<file path="src/rtl/sgmii_status_dprintf.sv">
// sgmii_status_dprintf: captures SGMII measure/eye status pulses and issues them as arbitrated dprintf requests
module sgmii_status_dprintf #(
  parameter logic [8:0]  MIN_DELAY         = 9'd16,
  parameter logic [23:0] EYE_REPEAT_CYCLES = 24'd1000000,
  parameter logic [15:0] MEASURE_ADDR      = 16'd80,
  parameter logic [15:0] EYE_ADDR          = 16'd100
) (
  input  logic        clk,
  input  logic        reset_n,
  input  logic        measure_response__valid,
  input  logic        measure_response__abort,
  input  logic        measure_response__initial_value,
  input  logic [8:0]  measure_response__delay,
  input  logic [8:0]  measure_response__initial_delay,
  input  logic        eye_track_response__eye_data_valid,
  input  logic [8:0]  eye_track_response__eye_width,
  input  logic [8:0]  eye_track_response__eye_center,
  input  logic [8:0]  eye_track_response__data_delay,
  output logic        dprintf_req__valid,
  output logic [15:0] dprintf_req__address,
  output logic [63:0] dprintf_req__data_0,
  output logic [63:0] dprintf_req__data_1,
  output logic [63:0] dprintf_req__data_2,
  output logic [63:0] dprintf_req__data_3,
  input  logic        dprintf_ack,
  output logic [15:0] dropped_count
);
  typedef enum logic {IDLE, REQ} state_t;
  state_t      state;
  logic        pend_m, pend_e, last_m;
  logic [63:0] data_m, data_e;
  logic [26:0] last_eye, eye_now;
  logic [23:0] holdoff;
  logic        cap_m, cap_e, launch, sel_m, launch_m, launch_e, drop_m, drop_e;
  logic [16:0] drop_sum;
  assign eye_now  = {eye_track_response__eye_width, eye_track_response__eye_center, eye_track_response__data_delay};
  assign cap_m    = measure_response__valid && (measure_response__delay > MIN_DELAY);
  assign cap_e    = eye_track_response__eye_data_valid && (eye_now != last_eye || holdoff >= EYE_REPEAT_CYCLES);
  assign launch   = (state == IDLE) && (pend_m || pend_e);
  // Both pending: alternate away from the last served source
  assign sel_m    = pend_m && (!pend_e || !last_m);
  assign launch_m = launch && sel_m;
  assign launch_e = launch && !sel_m;
  assign drop_m   = cap_m && pend_m && !launch_m;
  assign drop_e   = cap_e && pend_e && !launch_e;
  assign drop_sum = {1'b0, dropped_count} + {16'd0, drop_m} + {16'd0, drop_e};
  assign dprintf_req__data_1 = '1;
  assign dprintf_req__data_2 = '1;
  assign dprintf_req__data_3 = '1;
  always_ff @(posedge clk or negedge reset_n) begin
    if (!reset_n) begin
      state                <= IDLE;
      pend_m               <= 1'b0;
      pend_e               <= 1'b0;
      last_m               <= 1'b0;
      data_m               <= '0;
      data_e               <= '0;
      last_eye             <= '0;
      holdoff              <= '0;
      dropped_count        <= '0;
      dprintf_req__valid   <= 1'b0;
      dprintf_req__address <= '0;
      dprintf_req__data_0  <= '0;
    end else begin
      pend_m        <= cap_m | (pend_m & ~launch_m);
      pend_e        <= cap_e | (pend_e & ~launch_e);
      holdoff       <= launch_e ? '0 : holdoff + {23'd0, ~&holdoff};
      dropped_count <= drop_sum[16] ? 16'hFFFF : drop_sum[15:0];
      if (cap_m)
        data_m <= {32'h20202087, 7'h0, measure_response__initial_delay, 3'h0, measure_response__delay,
                   1'b0, measure_response__initial_value, measure_response__abort, 1'b1};
      if (cap_e) begin
        data_e   <= {8'h89, 3'h0, eye_track_response__eye_width, 3'h0, eye_track_response__eye_center,
                     3'h0, eye_track_response__data_delay, 4'h0, 8'hFF, 8'h00};
        last_eye <= eye_now;
      end
      if (launch) begin
        state                <= REQ;
        dprintf_req__valid   <= 1'b1;
        dprintf_req__address <= sel_m ? MEASURE_ADDR : EYE_ADDR;
        dprintf_req__data_0  <= sel_m ? data_m : data_e;
        last_m               <= sel_m;
      end else if (state == REQ && dprintf_ack) begin
        state              <= IDLE;
        dprintf_req__valid <= 1'b0;
      end
    end
  end
endmodule
</file>
<file path="config.mk">
export PLATFORM = sky130hd
export DESIGN_NAME = sgmii_status_dprintf
export DESIGN_NICKNAME = d
export VERILOG_FILES = /design/src/rtl/sgmii_status_dprintf.sv
export SDC_FILE = /design/constraint.sdc
export NUM_CORES = 1
export LEC_CHECK = 0
export ABC_AREA = 1
export CAP_MARGIN = 15
export CORE_MARGIN = 1
export CORE_UTILIZATION = 39
export CTS_CLUSTER_SIZE = 24
export DETAILED_ROUTE_END_ITERATION = 8
export PLACE_DENSITY = 0.85
export RECOVER_POWER = 100
export SYNTH_ARGS = -nofsm -noshare
export SYNTH_HDL_FRONTEND = slang
export SYNTH_SLANG_ARGS = --single-unit
export TNS_END_PERCENT = 1
</file>
<file path="constraint.sdc">
create_clock -name clk -period 2.64 [get_ports clk]
set_input_delay 0.528 -clock clk [delete_from_list [all_inputs] [get_ports clk]]
set_output_delay 0.528 -clock clk [all_outputs]
set_load 0.1 [all_outputs]
</file>
# --- Word level (Yosys, flattened, before mapping) ---
# Cells that the tools add are included.
op_classes:
  add_sub_neg: 3
  mul: 0
  div_mod_pow: 0
  order_cmp: 2
  eq_ne: 1
  shifts: 0
  n_mux: 6
  n_bitwise: 7
  reduce_logical: 22
ops:
  columns: ["cell", "count"]
  rows:
  - ["2-to-1 mux 64 bit", 1]
  - ["inequality test 27 bit", 1]
  - ["adder 24 x 1 -> 24 bit", 1]
  - ["greater-or-equal comparator 24 x 20 -> 1 bit (second input constant)", 1]
  - ["2-to-1 mux 24 bit", 1]
  - ["AND reduction 24 bit", 1]
  - ["adder 16 x 1 -> 17 bit", 1]
  - ["adder 17 x 1 -> 17 bit", 1]
  - ["2-to-1 mux 16 bit", 1]
  - ["logical AND 1 bit", 11]
  - ["> comparator 9 x 5 -> 1 bit (second input constant)", 1]
  - ["logical NOT 1 bit", 6]
  - ["2-to-1 mux 6 bit", 1]
  - ["logical OR 1 bit", 3]
  - ["NOT 1 bit", 3]
  - ["bitwise AND 1 bit", 2]
  - ["2-to-1 mux 1 bit", 2]
  - ["bitwise OR 1 bit", 2]
  - ["nonzero test 2 bit", 1]
totals:
  register_bits: 209
  latchBits: 0
  ram_bits: 0
  rom_bits: 0
  in_bits: 52
  output_inout_bits: 289
  wordCells: 52
  memories: 0

# --- Longest topological paths before layout ---
# Gate-level depths: netlist of run 1.
logic_depth:
  word_depth: 9
  mapped_depth: 19
  depth_no_buf: 18

# --- Worst setup path before layout of run 1 ---
# No wires, ideal clock.
synth_path:
  path_type: "register to register"
  startpoint: "reg state"
  endpoint: "reg dropped_count[10]"
  setup_ns: 0.074
  arrival_time_ns: 2.980
  required_time_ns: 2.566
  path_slack_ns: -0.414
  path_stages_with_launch: 16
  n_path_buf: 1
  period_less_slack_ns: 3.054
  cell_sequence: "dfrtp_1 -> a21oi_1 -> inv_2 -> nor2_2 -> inv_1 -> buf_2 -> nand2_1 -> nor2_1 -> fa_1 -> ha_1 -> nand3_1 -> nor3_1 -> nand2_1 -> nor2_1 -> nand2_1 -> nand3b_1"
synth_between:
  elab_chain_len: 8
  word_cells_on_any_way: 11
  cone_classes: "2 x add/sub; 1 x mux; 1 x bitwise; 7 x reduce/logical"
synth_lines:
  columns: ["item", "line", "text"]
  rows:
  - ["start: declaration", "29", "state_t state;"]
  - ["start signal: assignment", "52", "state <= IDLE;"]
  - ["start signal: assignment", "78", "state <= REQ;"]
  - ["start signal: assignment", "84", "state <= IDLE;"]
  - ["NOT 1 bit *", "39", "assign launch = (state == IDLE) && (pend_m || pend_e);"]
  - ["logical AND 1 bit *", "39", null]
  - ["logical AND 1 bit", "42", "assign launch_m = launch && sel_m;"]
  - ["logical NOT 1 bit", "44", "assign drop_m = cap_m && pend_m && !launch_m;"]
  - ["logical AND 1 bit", "44", null]
  - ["adder 16 x 1 -> 17 bit", "46", "assign drop_sum = {1'b0, dropped_count} + {16'd0, drop_m} + {16'd0, drop_e};"]
  - ["adder 17 x 1 -> 17 bit *", "46", null]
  - ["2-to-1 mux 16 bit *", "68", "dropped_count <= drop_sum[16] ? 16'hFFFF : drop_sum[15:0];"]
  - ["end signal: assignment", "68", null]
  - ["end: declaration", "26", "output logic [15:0] dropped_count"]
# Mark *: on every way between the ends. The rest lies on a longest branch, timed or not.
# A chain may end at the register's enable or synchronous reset.

# --- Worst setup path in the final report of run 1 ---
layout_path:
  startpoint: "in eye_track_response__eye_width[5]"
  endpoint: "reg dropped_count[14]"
layout_between:
  elab_chain_len: 7
layout_lines:
  columns: ["item", "line", "text"]
  rows:
  - ["start: declaration", "16", "input logic [8:0] eye_track_response__eye_width,"]
  - ["inequality test 27 bit", "38", "assign cap_e = eye_track_response__eye_data_valid && (eye_now != last_eye || holdoff >= EYE_REPEAT_CYCLES);"]
  - ["logical OR 1 bit", "38", null]
  - ["logical AND 1 bit", "38", null]
  - ["logical AND 1 bit (2 in series)", "45", "assign drop_e = cap_e && pend_e && !launch_e;"]
  - ["adder 17 x 1 -> 17 bit", "46", null]
  - ["2-to-1 mux 16 bit", "68", null]
# Every way passes these cells.

==> flow_summary.json, run 1 <==
{
  "rsz0062_at_grt": "false",
  "async_flop_share_pct": 100,
  "p_clk_share_pct": 18.5,
  "cts_tree": "built",
  "leakage_uw": 0.00479,
  "synth_xor_area_share_pct": 2.83,
  "p_sw_share_pct": 60.6,
  "critPathArrivalTime_ns": 2.82,
  "crit_required_ns": 2.94,
  "syn_area_per_cell_sq_um": 8.58,
  "netlist_top_cells_area": "dfrtp_1, buf_4, nand2_1, nand3_1, inv_1",
  "startpoint": "eye_track_response__eye_width[5]",
  "synth-main-ff-cell": "dfrtp_1",
  "syn_area_sq_mm": 0.00804,
  "cp-start-kind": "primary input",
  "core_area_sq_mm": 0.0202,
  "combPwrFrac_pct": 56.2,
  "vias_per_cell": 4.33,
  "synth.area.mux_share_pct": 0,
  "slew_headroom_pct": 4.43,
  "critical_path.endpoint": "dropped_count[14]$_DFF_PN0_",
  "first_iter_violations": 260,
  "ys_ff_latch": 139,
  "yosys.area.top_type": "dfrtp_1",
  "synth_edf_count": 0,
  "worstReg2RegStart": "last_eye[20]$_DFFE_PN0N_",
  "synthSimpleGateAreaFrac_pct": 19.5,
  "r2r-end": "dropped_count[14]$_DFF_PN0_",
  "peakVddDrop_mv": 1.21,
  "critPathMaxFanout": 4,
  "reg2reg_depth": 17,
  "dp_hpwl_um": 12400,
  "synthAdderAreaFrac_pct": 0.716,
  "die_x_um": 146,
  "fin_crit_ns": 2.52,
  "fmax_mhz": 397,
  "ys_types": 43,
  "ys_warn_count": 0,
  "p_sw_uw": 7390,
  "cts_made_buffers": 17,
  "drv_slew": 0,
  "wl_per_cell_um": 12.9,
  "grt_pass1_vias": 5465,
  "fin_crit_sh_pct": 95.4,
  "floorplan.initialDensity_pct": 39.8,
  "drtAntennaViolNets": 0,
  "nets": 1125,
  "hold_viol": 0,
  "antenna_found_initial": 3,
  "layout-drive-gt1-share_pct": 10.3,
  "synth_compound_area_share_pct": 7.45,
  "cts.htree.levels": 4,
  "seqPwrFrac_pct": 25.3,
  "cap_violations": 0,
  "worstMarginPinSlew_ns": 1.43,
  "die_y_um": 146,
  "io_buffers": 123,
  "seq_area_frac_synth_pct": 43.2,
  "synth.top_cell.area_share_pct": 43.2,
  "grt_max_degree": 58,
  "synth_top_family_by_area": "buffers and inverters",
  "first_pass_iters": 4,
  "drc": 0,
  "vias": 5862,
  "power.density_mw_per_mm2": 1350,
  "postCtsHoldBufs": 0,
  "die_area_sq_mm": 0.0212,
  "core.rowCount": 52,
  "status": "finished, final reports clean",
  "fin_worst_skew_ns": 0.0113,
  "cts_sinks": 139,
  "p_int_uw": 4820,
  "synth_common_cells": "buf_4, nand2_1, dfrtp_1, inv_1, nand3_1",
  "io_pins": 341,
  "area_growth_pct": 12.2,
  "yosysMostFrequentCell": "buf_4",
  "ff2ff_setup_slack_ns": 0.15,
  "min_path_type": "primary input to async pin",
  "wl_um": 17400,
  "grt_use_total_pct": 16.9,
  "cts-root-buf": "clkbuf_16",
  "totalPowerFinal_uw": 12200,
  "grt_overflow": 0,
  "setup_viol": 0,
  "utilization_pct": 44.6,
  "clk_latency_ns": 0.42,
  "synthCells": 938,
  "max-clock-path-buffers": 2,
  "critPathCaptureType": "flop",
  "gp_congestion": 0.842,
  "grt_pass1_wl_um": 28300,
  "crit_type": "primary input to flop",
  "clk_pin_slew_ns": 0.06
}
==> metrics by stage <==
step	cells	setup WS (ns)	hold slack (ns)	TNS, ns	cell area, sq um
6_report	1353	0.122	0.0221	0	9030
5_1_grt	1352	0.00579	0.0300	0	9020
3_3_place_gp	1319	-0.477	0.447	-7.15	8620
2_1_floorplan	1153	0.0144	0.232	0	8870
3_5_place_dp	1319	-0.558	0.450	-8.20	8620
4_1_cts	1350	-0.0107	0.0312	-0.0107	9200
==> layout by cell type (no fill, tap or decap), drive strengths merged, types with 2 or more instances in the layout <==
cell and n:
or2 4, buf 19, a21oi 20, ha 3, clkinvlp 6, nand2 217
xnor2 23, clkdlybuf4s50 25, a31oi 2, xor2 3, clkbuf 96, conb 217
nand3b 4, nand3 57, diode 2, nand4 7, a22o 23, dfrtp 139
inv 76, nor3 11, o211ai 3, a211oi 2, clkinv 4, o21ai 44
dlymetal6s2s 23, nor3b 4, dlygate4sd2 2, nor2 41
==> state kept, by name, indices dropped and copies added (netlist names) <==
register	cells
data_e	2
data_m	21
dprintf_req__address	3
dprintf_req__data_0	44
dropped_count	16
holdoff	24
last_eye	26
pend_e	1
pend_m	1
state	1
==> power groups by stage <==
stage	clock network (uW)	registers, uW	logic, uW
CTS	2310	3100	7300
global placement	0	3120	7210
global route	2410	3160	7160
floorplan	0	5920	3360
detailed placement	0	3120	7300
finish	2260	3090	6870
==> area by class of cell <==
cell class,instances,area (sq um)
Antenna cell,2,5.00
Tap cell,270,338
Clock inverter,13,120
Sequential cell,139,3480
Timing Repair Buffer,147,1000
Clock buffer,18,429
Inverter,74,282
Multi-Input combinational cell,690,3370
Fill cell,2025,11200
==> per-layer routing <==
metal	wire (um)	track usage, %	vias to the layer above	part of all wire [%]
met5	13	0	-	0.075
met4	201	4.89	2	1.2
met3	1030	4.86	19	5.9
met2	8630	28.1	217	49
met1	7570	21.5	2828	43
li1	-	-	2796	-
==> cell families (layout without fill, tap and decap cells) <==
family / after synthesis / after routing
AO/OA/AOI/OAI: 97 / 97
XOR/XNOR: 26 / 26
adder cells (fa/ha/maj): 4 / 4
buffers and inverters: 324 / 252
flip-flops: 139 / 139
other: 2 / 219
AND/OR/NAND/NOR: 346 / 346
==> critical path: stages <==
cell             delay [ns]
clkdlybuf4s50_1        0.50
xnor2_1                0.14
nand4_1                0.17
nor2_2                 0.17
nand3_4                0.11
nand2_4                0.08
nor2_2                 0.04
fa_2                   0.38
ha_4                   0.18
nand3_2                0.09
nor3_2                 0.05
nand2_2                0.11
inv_4                  0.07
a21oi_2                0.14
a21oi_1                0.05
==> repair_timing <==
item / in CTS / in global routing
buffers inserted: 0 / 2
gates resized for setup: 10 / 51
endpoints found under the setup margin: 16 / 16
pin swaps: 4 / 19
==> worst min path at each step <==
stage | start | endpoint | cells past startpoint
finish | reset_n | dprintf_req__data_0[49]$_DFFE_PN0P_ | 1
global route | reset_n | dprintf_req__data_0[40]$_DFFE_PN0P_ | 1
CTS | reset_n | dprintf_req__data_0[49]$_DFFE_PN0P_ | 1
detailed placement | data_e[15]$_DFFE_PN0N_ | data_e[15]$_DFFE_PN0N_ | 2
global placement | data_m[0]$_DFFE_PN0P_ | data_m[0]$_DFFE_PN0P_ | 2
floorplan | reset_n | data_e[15]$_DFFE_PN0N_ | 0
Power figures use the tool's default switching activity.
==> run 2, diff against run 1 <==
--- a/config.mk
+++ b/config.mk
@@ -5,13 +5,12 @@
 export SDC_FILE = /design/constraint.sdc
 export NUM_CORES = 1
 export LEC_CHECK = 0
-export ABC_AREA = 1
 export CAP_MARGIN = 15
 export CORE_MARGIN = 1
 export CORE_UTILIZATION = 39
 export CTS_CLUSTER_SIZE = 24
 export DETAILED_ROUTE_END_ITERATION = 8
-export PLACE_DENSITY = 0.85
+export PLACE_DENSITY = 0.86
 export RECOVER_POWER = 100
 export SYNTH_ARGS = -nofsm -noshare
 export SYNTH_HDL_FRONTEND = slang
==> run 2 against run 1 <==
  * The run now ends with max-capacitance violations, max-slew violations, negative setup slack left
  * Worst hold slack improved by 0.46 ns
  * Critical path depth decreased by 2
  * Via count decreased by 14%
  * Sequential power decreased by 2%
  * Synthesized cell count decreased by 23%
  * Synthesized area decreased by 4.2%
  * Non-clock buffer count increased by 19
  * Cell count decreased by 15%
  * Global-route usage decreased by 0.78 points
  * Core utilization increased by 1.1 points
  * Die area decreased by 4.1%
  * Combinational power decreased by 5.4%
==> flow_summary.json, run 2 <==
{
  "grt_pass1_wl_um": 24900,
  "wl_um": 16200,
  "cts_made_buffers": 17,
  "cts-root-buf": "clkbuf_16",
  "syn_area_per_cell_sq_um": 10.7,
  "first_pass_iters": 4,
  "min_path_type": "flop to flop",
  "yosysMostFrequentCell": "buf_4",
  "first_iter_violations": 224,
  "area_growth_pct": 15.1,
  "layout-drive-gt1-share_pct": 15.9,
  "die_area_sq_mm": 0.0203,
  "setup_viol": 23,
  "die_x_um": 143,
  "critPathMaxStageDelay_ns": 0.49,
  "die_y_um": 143,
  "ys_types": 44,
  "drv_slew": 30,
  "fillCellCount": 1768,
  "grt_use_total_pct": 16.2,
  "slew_headroom_pct": -6.52,
  "worstMarginPinSlew_ns": 1.60,
  "peakVddDrop_mv": 0.701,
  "setup_tns_ns": -4.45,
  "critPathArrivalTime_ns": 3.27,
  "status": "finished with violations",
  "ys_ff_latch": 139,
  "top_regs": "dprintf_req__data_0 (44), last_eye (26), holdoff (24)",
  "async_flop_share_pct": 100,
  "regMostFlops": "dprintf_req__data_0",
  "synth_common_cells": "buf_4, dfrtp_1, nand2_1, xor2_1, a22o_1",
  "cp_slowest_cell": "clkdlybuf4s50_1",
  "power.density_mw_per_mm2": 1360,
  "hold_viol": 0,
  "antenna_found_initial": 0,
  "hold_slack_ns": 0.481,
  "detailed_place.area_sq_mm": 0.00850,
  "utilization_pct": 45.7,
  "final_common_cell": "conb_1",
  "largest_register_ffs": 44,
  "crit_required_ns": 2.95,
  "io_pins": 341,
  "core_area_sq_mm": 0.0194,
  "clk_latency_ns": 0.43,
  "grt_overflow": 0,
  "grt_max_degree": 54,
  "io_buffers": 123,
  "synth.top_cell.area_share_pct": 45.1,
  "fmax_mhz": 337,
  "dpl_worst_slack_ns": -0.823,
  "vias": 5040,
  "wl_per_cell_um": 14.1,
  "crit_chain": "clkdlybuf4s50_1 > xor2_1 > nor4_1 > nand3_1 > o31ai_4 > nor2_2 > fa_2 > ha_4 > nand4_1 > nor3_2 > nand4_1 > buf_12 > o21ai_0",
  "violations": "max-capacitance violations, max-slew violations, negative setup slack",
  "ys_warn_count": 0,
  "layout_common_cells": "conb_1, dfrtp_1, clkbuf_1, clkdlybuf4s50_1, nand2_1",
  "drc": 0,
  "design_area_sq_mm": 0.00887,
  "cts.htree.levels": 4,
  "cap_violations": 1,
  "nets": 926,
  "seq_area_frac_synth_pct": 45.1,
  "floorplan.initialDensity_pct": 39.7,
  "path_common_cell": "nand4_1",
  "setup_ws_ns": -0.327,
  "cts_sinks": 139,
  "synth-main-ff-cell": "dfrtp_1",
  "leakage_uw": 0.00423,
  "syn_area_sq_mm": 0.00771,
  "rsz0062_at_grt": "true",
  "cts_tree": "built",
  "yosys.area.top_type": "dfrtp_1",
  "fin_crit_ns": 2.97,
  "critPathMaxFanout": 13,
  "max-clock-path-buffers": 2,
  "diodes": 0,
  "fin_crit_sh_pct": 112,
  "fin_worst_skew_ns": 0.0139,
  "core.rowCount": 51,
  "critPathCaptureType": "flop",
  "clk_pin_slew_ns": 0.06,
  "dp_hpwl_um": 11500,
  "synthCells": 718,
  "crit_type": "primary input to flop",
  "cts_setup_buffers": 0,
  "grt_pass1_vias": 4726,
  "gp_congestion": 0.815,
  "drtAntennaViolNets": 0,
  "synth_edf_count": 0,
  "cp-start-kind": "primary input",
  "vias_per_cell": 4.39,
  "netlist_top_cells_area": "dfrtp_1, buf_4, mux2_4, xor2_1, a22o_1"
}
## run 2: cell types whose count changed after synthesis, moves of 8 or more
| cell | delta |
|---|---|
| mux2_2 | +21 |
| inv_1 | -57 |
| nand2_1 | -174 |
| clkbuf_1 | +10 |
| o21ai_0 | -25 |
| a21oi_1 | -8 |
| or3_1 | +8 |
| nor4_1 | +17 |
| xor2_1 | +31 |
| mux2_4 | +20 |
| nand3_1 | -38 |
## run 2: report_power, final
group,switching (uW),total (uW),internal [uW]
registers,405,3030,2630
logic,5550,6500,956
clock network,988,2520,1530
total,6940,12100,5120
## run 2: per-stage QoR
step / total power (uW) / std cells
after global placement: 9810 / 1115
after global routing: 12500 / 1148
final: 12100 / 1148
after floorplan: 8850 / 933
after CTS: 12500 / 1148
after detailed placement: 9920 / 1115
## run 2: worst max-delay path, delay by kind of cell
kind            cells  cell delay, ns
compound gates      2            0.39
xor+xnor            1            0.19
fa+ha+maj           2            0.57
buf+inv             2            0.64
simple gates        6            0.95
## run 2: worst paths after layout
check,from,end,slack [ns],cells past startpoint
worst max-delay path,eye_track_response__eye_center[5],dropped_count[4]$_DFF_PN0_,-0.33,13
worst min-delay path,dprintf_req__address[6]$_DFFE_PN0P_,dprintf_req__address[6]$_DFFE_PN0P_,0.48,1
worst max register to register,holdoff[23]$_DFF_PN0_,dropped_count[4]$_DFF_PN0_,-0.33,13
worst min register to register,dprintf_req__address[6]$_DFFE_PN0P_,dprintf_req__address[6]$_DFFE_PN0P_,0.48,1
max in group asynchronous,reset_n,dprintf_req__data_0[34]$_DFFE_PN0P_,0.33,3
min in group asynchronous,reset_n,data_m[24]$_DFFE_PN0P_,1.05,2
## run 2: timing repair
action                                 in CTS  in global routing
gates resized for setup                     4                  6
pin swaps                                   2                  0
endpoints found under the hold margin      26                  0
setup endpoints to repair                  43                 55
hold buffers                                1                  0
## run 2: cells by family (layout without fill, tap and decap cells)
kind of cell,Yosys count,in the layout,share of synthesized area [%]
buffers and inverters,261,211,24.0
flip-flops,139,139,45.1
AND/OR/NAND/NOR,135,135,8.76
XOR/XNOR,51,51,5.79
multiplexers,49,49,8.12
AO/OA/AOI/OAI,77,77,7.35
other,2,217,0.0974
adder cells (fa/ha/maj),4,4,0.747
## run 2: metal layers
| layer | global-route usage [%] | vias up | share of wire [%] |
|---|---|---|---|
| met5 | 0 | - | 0 |
| met4 | 8.49 | 0 | 3.0 |
| met3 | 4.51 | 28 | 6.7 |
| met2 | 26.5 | 242 | 49 |
| met1 | 19.3 | 2472 | 41 |
| li1 | - | 2298 | - |
## run 2: final cells by class
type                            count  area [sq um]  share of cell area, %
Sequential cell                   139          3480                   39.2
Multi-Input combinational cell    533          3250                   36.7
Tap cell                          265           332                   3.74
Timing Repair Buffer              166          1140                   12.8
Clock buffer                       18           439                   4.95
Clock inverter                     14           184                   2.07
Inverter                           13          48.8                  0.550
